**src/rtl/alu_arbiter.sv**
```systemverilog
// alu_arbiter
//   Shares one combinational ALU between two requesters. Each requester has
//   a valid/ready request port and a one-entry registered response slot.
//   At most one ALU operation is issued per cycle. Ties go round-robin, or
//   always to requester 0 when FIXED_PRIO is set.
//
// Ports
//   clk                      rising-edge clock for all state
//   rst_n                    synchronous, active-low reset
//   req{0,1}_valid/ready     request handshake (ready is combinational)
//   req{0,1}_op/_a/_b        request opcode and operands
//   rsp{0,1}_valid/ready     response slot handshake
//   rsp{0,1}_result          registered ALU result for that requester
//   alu_op/_a/_b             operation presented to the shared ALU
//   alu_result               combinational ALU result, captured into a slot
module alu_arbiter #(
  parameter int unsigned DATA_WIDTH = 32,
  parameter int unsigned OP_WIDTH   = 4,
  parameter int unsigned FIXED_PRIO = 0
) (
  input  logic                  clk,
  input  logic                  rst_n,
  input  logic                  req0_valid,
  output logic                  req0_ready,
  input  logic [OP_WIDTH-1:0]   req0_op,
  input  logic [DATA_WIDTH-1:0] req0_a,
  input  logic [DATA_WIDTH-1:0] req0_b,
  output logic                  rsp0_valid,
  input  logic                  rsp0_ready,
  output logic [DATA_WIDTH-1:0] rsp0_result,
  input  logic                  req1_valid,
  output logic                  req1_ready,
  input  logic [OP_WIDTH-1:0]   req1_op,
  input  logic [DATA_WIDTH-1:0] req1_a,
  input  logic [DATA_WIDTH-1:0] req1_b,
  output logic                  rsp1_valid,
  input  logic                  rsp1_ready,
  output logic [DATA_WIDTH-1:0] rsp1_result,
  output logic [OP_WIDTH-1:0]   alu_op,
  output logic [DATA_WIDTH-1:0] alu_a,
  output logic [DATA_WIDTH-1:0] alu_b,
  input  logic [DATA_WIDTH-1:0] alu_result
);

  // Port-indexed views so per-port logic can be written once.
  logic [1:0]            req_valid;
  logic [1:0]            rsp_ready;
  logic [1:0]            rsp_valid;
  logic [1:0]            eligible;
  logic [1:0]            grant;
  logic [DATA_WIDTH-1:0] rsp_result [2];

  assign req_valid = {req1_valid, req0_valid};
  assign rsp_ready = {rsp1_ready, rsp0_ready};

  // Round-robin pointer: 0 means requester 0 wins the next tie.
  logic rr_q;
  logic rr_d;

  // Per-port response slot.
  for (genvar gi = 0; gi < 2; gi++) begin : g_slot
    logic                  valid_q;
    logic                  valid_d;
    logic [DATA_WIDTH-1:0] result_q;
    logic [DATA_WIDTH-1:0] result_d;

    // A port may take a new operation when its slot is empty or is being
    // consumed in this same cycle.
    assign eligible[gi] = req_valid[gi] && (!valid_q || rsp_ready[gi]);

    always_comb begin
      valid_d  = valid_q;
      result_d = result_q;
      if (grant[gi]) begin
        // A grant overrides a same-cycle drain: the slot is refilled.
        valid_d  = 1'b1;
        result_d = alu_result;
      end else if (valid_q && rsp_ready[gi]) begin
        valid_d  = 1'b0;
      end
    end

    always_ff @(posedge clk) begin
      if (!rst_n) begin
        valid_q  <= 1'b0;
        result_q <= '0;
      end else begin
        valid_q  <= valid_d;
        result_q <= result_d;
      end
    end

    assign rsp_valid[gi]  = valid_q;
    assign rsp_result[gi] = result_q;
  end

  // Arbitration. Grants are suppressed while reset is asserted so no
  // requester believes an operation was accepted during reset.
  always_comb begin
    grant = 2'b00;
    if (rst_n) begin
      case (eligible)
        2'b01:   grant = 2'b01;
        2'b10:   grant = 2'b10;
        2'b11: begin
          if ((FIXED_PRIO != 0) || !rr_q) begin
            grant = 2'b01;
          end else begin
            grant = 2'b10;
          end
        end
        default: grant = 2'b00;
      endcase
    end
  end

  // Pointer moves to the port that did not just win; held at 0 when the
  // arbiter runs in fixed-priority mode.
  always_comb begin
    rr_d = rr_q;
    if (FIXED_PRIO != 0) begin
      rr_d = 1'b0;
    end else if (grant[0]) begin
      rr_d = 1'b1;
    end else if (grant[1]) begin
      rr_d = 1'b0;
    end
  end

  always_ff @(posedge clk) begin
    if (!rst_n) begin
      rr_q <= 1'b0;
    end else begin
      rr_q <= rr_d;
    end
  end

  // Shared ALU drive: granted port's operation, zeros when idle.
  always_comb begin
    alu_op = '0;
    alu_a  = '0;
    alu_b  = '0;
    if (grant[0]) begin
      alu_op = req0_op;
      alu_a  = req0_a;
      alu_b  = req0_b;
    end else if (grant[1]) begin
      alu_op = req1_op;
      alu_a  = req1_a;
      alu_b  = req1_b;
    end
  end

  assign req0_ready  = grant[0];
  assign req1_ready  = grant[1];
  assign rsp0_valid  = rsp_valid[0];
  assign rsp1_valid  = rsp_valid[1];
  assign rsp0_result = rsp_result[0];
  assign rsp1_result = rsp_result[1];

endmodule

```
**config.mk**
```make
export PLATFORM = sky130hd
export DESIGN_NAME = alu_arbiter
export DESIGN_NICKNAME = d
export VERILOG_FILES = /design/src/rtl/alu_arbiter.sv
export SDC_FILE = /design/constraint.sdc
export NUM_CORES = 1
export LEC_CHECK = 0
export BUFFER_PORTS_ARGS = -buffer_cell sky130_fd_sc_hd__buf_2
export CAP_MARGIN = 5
export CELL_PAD_IN_SITES_DETAIL_PLACEMENT = 0
export CELL_PAD_IN_SITES_GLOBAL_PLACEMENT = 1
export CORE_AREA = 2 2 144 104
export DETAILED_ROUTE_END_ITERATION = 8
export DIE_AREA = 0 0 146 106
export PLACE_DENSITY_LB_ADDON = 0.1
export SLEW_MARGIN = 20
export SYNTH_ARGS = -nofsm -noshare
export SYNTH_HDL_FRONTEND = slang
export SYNTH_SLANG_ARGS = --single-unit
export TNS_END_PERCENT = 100
```
**constraint.sdc**
```tcl
create_clock -name clk -period 4.3 [get_ports clk]
set_clock_uncertainty 0.2 [all_clocks]
set_input_delay 0.43 -clock clk [delete_from_list [all_inputs] [get_ports clk]]
set_output_delay 0.43 -clock clk [all_outputs]
set_load 0.005 [all_outputs]
```
==> flow_summary_export.csv, run 1 <==
group,metric,value,unit
sta,clock.fmax,339,MHz
sta,worst_pin_slew,0.912,ns
floorplan,io_pins,310,
sta,period_share,0.686,
route,num_vias,4416,
floorplan,die_x,146,um
global_routing,first_global_vias,4202,
worst_setup_path,max_stage_delay,0.78,ns
clock_tree,h-tree-depth,3,
worst_setup_path,crit_family,"compound AO/OA/AOI/OAI gates",
sta,period_needed,2.95,ns
power,p_leak,3.13,nW
power,ir_drop,0.183,mV
sta,rsz0062_at_grt,"false",
synthesis,syn_nets,670,
cells_and_area,drive_gt1_frac,0.427,
worst_setup_path,crit_buf_inv,2,
cells_and_area,area_growth_syn_to_layout,54.3,%
route,dr.pass1.iters,4,
worst_setup_path,cp-end-kind,"primary output",
worst_setup_path,required,3.67,ns
worst_setup_path,critPathSlowestCell,"a311o_2",
floorplan,chipHeight,106,um
worst_setup_path,worstPathCellList,"nor2b_1 > a311o_2 > buf_12 > o22ai_1 > buf_2",
cells_and_area,layout_common_cells,"buf_2, nand2_1, o22ai_1, dfxtp_1, mux2i_1",
route,avgRoutedWirePerCell,14.4,um
cells_and_area,seq_area,0.00134,mm^2
global_routing,grt_max_degree,162,
sta,worst_hold_slack,0.173,ns
place,dp_slack,1.48,ns
cells_and_area,fillers,1550,
floorplan,row_count,37,
clock_tree,clk_latency,0.32,ns
sta,timing.slew.headroom,0.392,
sta,setup_violations,0,
floorplan,core,0.0143,mm^2
route,dr.first_iter.drc_count,173,
min_path,hp-class,"in -> reg",
synthesis,syn-instance-count,496,
place,place_hpwl,10500,um
place,port_buffers,309,
global_routing,grt_pass1_wl,21300,um
global_routing,antenna_found_initial,0,
clock_tree,cts_tree,"built",
floorplan,start_util,0.253,
clock_tree,numClockSinks,67,
flow_run,cap_violations,0,
clock_tree,root_buffer,"clkbuf_16",
cells_and_area,fin_cells,975,
floorplan,dieArea,0.0155,mm^2
synthesis,ys_seq_area_frac,0.372,
synthesis,yosys_warnings,0,
power,powerDensity,326,mW/mm^2
sta,hold_viol_final,0,
worst_setup_path,critPathMaxFanout,42,
place,placed_cells,958,
worst_setup_path,cp-start-kind,"flip-flop",
sta,setup_ws,1.35,ns
clock_tree,clockBufferDepth,2,
route,final_antenna_net_count,0,
sta,maxSlewViolCount,0,
clock_tree,hold_buffers,0,
cells_and_area,antenna_cells,0,
route,routed_wl,14100,um
worst_setup_path,worstSetupPathType,"reg -> out",
synthesis,synth_area_per_cell,7.27,um^2
place,gp_congestion,0.889,
clock_tree,post_cts_buffers,0,
cells_and_area,final_nets,949,
cells_and_area,mostFrequentLayoutCell,"buf_2",
clock_tree,post_cts_resized,0,
status,outcome,"finished clean",
power,p_total,0.00181,W
sta,tns,0,ns
synthesis,yosysUniqueCellTypes,20,
cells_and_area,multi_input_area,0.00203,mm^2
synthesis,synth_area,0.00360,mm^2
route,remaining_drc_errors,0,
route,via_per_inst,4.53,
worst_setup_path,critPathArrivalTime,2.32,ns
synthesis,synth_seq_cells,67,
clock_tree,clkTransAtPathRegs,0.05,ns
global_routing,grt-ovfl-total,0,
global_routing,grtUsageTotal,0.172,
clock_tree,cts_made_buffers,9,
## synth_stat cells, drive strengths merged
cell type	instances	share of area
nand2	232	0.24
o22ai	68	0.12
dfxtp	67	0.37
mux2i	64	0.18
buf	26	0.039
clkbuf	23	0.024
nand2b	3	0.0073
nor2	3	0.0031
a21oi	2	0.0028
inv	2	0.0021
a21boi	1	0.0021
a311o	1	0.0028
nor2b	1	0.0017
o211ai	1	0.0021
o21a	1	0.0021
o21ai	1	0.0014
## cells by family (layout without fill, tap and decap cells)
logic type	Yosys count	after routing	synth area share
flip-flops	67	67	0.372
AND/OR/NAND/NOR	239	239	0.254
multiplexers	64	64	0.178
AO/OA/AOI/OAI	75	75	0.131
buffers and inverters	51	335	0.0649
## worst register-to-register path, delay by kind of cell, from the launching register on
kind	cells	cell delay (ns)
AO/OA/AOI/OAI	1	0.78
buffers and inverters	1	0.51
flip-flops	1	0.34
multiplexers	1	0.26
AND/OR/NAND/NOR	1	0.27
## report_power, final
group	total, W	leakage [nW]	internal, W	switching (W)
logic	0.000424	2.44	0.000203	0.000221
registers	0.000690	0.551	0.000667	0.0000228
clock network	0.000700	0.146	0.000452	0.000248
total	0.00181	3.13	0.00132	0.000492
## final cells by class
type | count | share of cell area
tap | 195 | 0.0439
inverter | 2 | 0.00135
clock inverter | 1 | 0.000900
multi-input combinational | 378 | 0.365
clock buffer | 15 | 0.0518
timing repair buffer | 317 | 0.296
sequential | 67 | 0.241
## per-stage QoR
stage	instance area [um^2]	util
5_1_grt	5560	0.390
3_3_place_gp	5240	0.367
4_1_cts	5530	0.388
6_report	5560	0.390
3_5_place_dp	5240	0.367
2_1_floorplan	3600	-
## per-layer routing
| layer | wire, um | global-route usage | vias to the layer above |
|---|---|---|---|
| li1 | - | - | 2225 |
| met3 | 1180 | 0.0648 | 18 |
| met1 | 5590 | 0.188 | 1982 |
| met4 | 214 | 0.0423 | 0 |
| met5 | 0 | 0 | - |
| met2 | 7060 | 0.316 | 191 |
## registers in the layout (all words and copies together), names as in the netlist
register and flops:
rsp0_result 32, rsp0_valid 1, rsp1_valid 1, rr_q 1, rsp1_result 32
## worst paths after layout
path                       start  slack [ns]              end  cells past startpoint
setup / recovery      rsp0_valid        1.35         alu_a[0]                      5
hold / removal    alu_result[15]        0.17  rsp1_result[15]                      3
setup reg to reg      rsp0_valid        1.86  rsp0_result[25]                      4
hold reg to reg   rsp0_result[9]        0.25   rsp0_result[9]                      2
No activity file was read; power rests on OpenSTA's default activity.
==> run 2: changes to the inputs <==
--- a/config.mk
+++ b/config.mk
@@ -9,9 +9,9 @@
 export CAP_MARGIN = 5
 export CELL_PAD_IN_SITES_DETAIL_PLACEMENT = 0
 export CELL_PAD_IN_SITES_GLOBAL_PLACEMENT = 1
-export CORE_AREA = 2 2 144 104
+export CORE_AREA = 2 2 147 106
 export DETAILED_ROUTE_END_ITERATION = 8
-export DIE_AREA = 0 0 146 106
+export DIE_AREA = 0 0 149 108
 export PLACE_DENSITY_LB_ADDON = 0.1
 export SLEW_MARGIN = 20
 export SYNTH_ARGS = -nofsm -noshare
==> constraint.sdc (replaced) <==
create_clock -name clk -period 3.1 [get_ports clk]
set_clock_uncertainty 0.2 [all_clocks]
set_input_delay 0.31 -clock clk [delete_from_list [all_inputs] [get_ports clk]]
set_output_delay 0.31 -clock clk [all_outputs]
set_load 0.005 [all_outputs]
==> run 2 against run 1 <==
  * Register-to-register slack got worse by 0.92 ns
  * Critical path type unchanged
  * Sequential share of layout area fell by 0.25 points
  * Die area rose by 4.0%
==> flow_summary_export.csv, run 2 (synthesized netlist as in run 1, its figures left out) <==
group,metric,value,unit
place,port_buffers,309,
place,gp_congestion,0.927,
route,routed_wl,14300,um
route,final_antenna_net_count,0,
cells_and_area,area_growth_syn_to_layout,55.9,%
global_routing,grt_pass1_wl,21400,um
floorplan,start_util,0.248,
cells_and_area,post-route-util,0.386,
sta,worst_pin_slew,0.553,ns
worst_setup_path,worstPathCellList,"nor2b_1 > a311o_2 > buf_12 > o22ai_1 > buf_2",
route,dr.first_iter.drc_count,157,
global_routing,first_global_vias,4080,
clock_tree,h-tree-depth,3,
place,dp_slack,0.858,ns
clock_tree,hold_buffers,0,
worst_setup_path,required,2.59,ns
clock_tree,post_cts_resized,0,
global_routing,antenna_found_initial,0,
floorplan,chipHeight,108,um
cells_and_area,layout_common_cells,"buf_2, nand2_1, o22ai_1, dfxtp_1, mux2i_1",
floorplan,dieArea,0.0161,mm^2
clock_tree,numClockSinks,67,
sta,period_share,0.816,
route,via_per_inst,4.47,
clock_tree,root_buffer,"clkbuf_16",
clock_tree,clockBufferDepth,2,
clock_tree,post_cts_buffers,0,
global_routing,grtUsageTotal,0.168,
sta,timing.slew.headroom,0.632,
route,num_vias,4358,
worst_setup_path,critPathArrivalTime,2.02,ns
sta,rsz0062_at_grt,"false",
status,outcome,"finished clean",
worst_setup_path,crit_buf_inv,2,
sta,worst_hold_slack,0.0513,ns
clock_tree,clk_latency,0.32,ns
worst_setup_path,cp-end-kind,"primary output",
worst_setup_path,critPathMaxFanout,54,
route,avgRoutedWirePerCell,14.6,um
place,place_hpwl,10800,um
floorplan,die_x,149,um
clock_tree,clkTransAtPathRegs,0.06,ns
worst_setup_path,crit_family,"compound AO/OA/AOI/OAI gates",
sta,tns,0,ns
worst_setup_path,critPathSlowestCell,"a311o_2",
floorplan,row_count,37,
power,p_leak,3.16,nW
sta,hold_viol_final,0,
cells_and_area,mostFrequentLayoutCell,"buf_2",
min_path,hp-class,"in -> reg",
sta,setup_ws,0.570,ns
power,powerDensity,470,mW/mm^2
cells_and_area,drive_gt1_frac,0.427,
global_routing,grt_max_degree,82,
route,dr.pass1.iters,4,
sta,period_needed,2.53,ns
cells_and_area,antenna_cells,0,
sta,setup_violations,0,
worst_setup_path,cp-start-kind,"flip-flop",
flow_run,cap_violations,0,
global_routing,grt-ovfl-total,0,
clock_tree,cts_made_buffers,9,
floorplan,io_pins,310,
worst_setup_path,worstSetupPathType,"reg -> out",
clock_tree,cts_tree,"built",
cells_and_area,final_nets,949,
sta,clock.fmax,395,MHz
route,remaining_drc_errors,0,
floorplan,core,0.0145,mm^2
worst_setup_path,max_stage_delay,0.45,ns
worst_setup_path,r2r_slack,0.94,ns
sta,maxSlewViolCount,0,
power,ir_drop,0.286,mV
-- run 2: cell count changes in the layout (fill, tap and decap cells not counted), sizes merged --
cell and delta:
clkinv +1, clkbuf -3, bufinv +2
-- run 2: path summary, 6_finish.rpt --
path / start / end / depth (start not counted)
max: rsp0_valid / alu_a[1] / 5
min: alu_result[27] / rsp1_result[27] / 3
max reg2reg: rsp0_valid / rsp0_result[20] / 4
min reg2reg: rsp1_result[1] / rsp1_result[1] / 2
-- run 2: metrics by stage --
step | cell area (um^2) | power (W) | cells
2_1_floorplan | 3600 | 0.00128 | 496
3_3_place_gp | 5300 | 0.00157 | 959
3_5_place_dp | 5300 | 0.00158 | 959
4_1_cts | 5620 | 0.00268 | 975
5_1_grt | 5620 | 0.00279 | 975
6_report | 5620 | 0.00264 | 975
-- run 2: tightest hold or removal path, cell delays in order --
cell     delay, ns
buf_2         0.10
nand2_1       0.06
mux2i_1       0.06
-- run 2: area by class of cell --
type / instances / area [um^2]
clock inverters: 4 / 73.8
repair buffers: 317 / 1680
inverters: 2 / 7.51
clock buffers: 12 / 246
well taps: 195 / 244
flip-flops and latches: 67 / 1340
fillers: 1555 / 8920
multi-input cells: 378 / 2030
-- run 2: power by group --
group          total (W)  switching (W)  internal [W]  leakage [nW]
clock            0.00109       0.000359      0.000726         0.157
sequential      0.000955      0.0000308      0.000925         0.551
combinational   0.000597       0.000309      0.000288          2.45
total            0.00264       0.000699       0.00194          3.16
-- run 2: layer usage --
layer  track usage  vias to the layer above  wire, um
li1              -                     2220         -
met1         0.198                     1950      5910
met2         0.287                      169      6800
met3        0.0658                       19      1350
met4        0.0422                        0       217
met5             0                        -         0
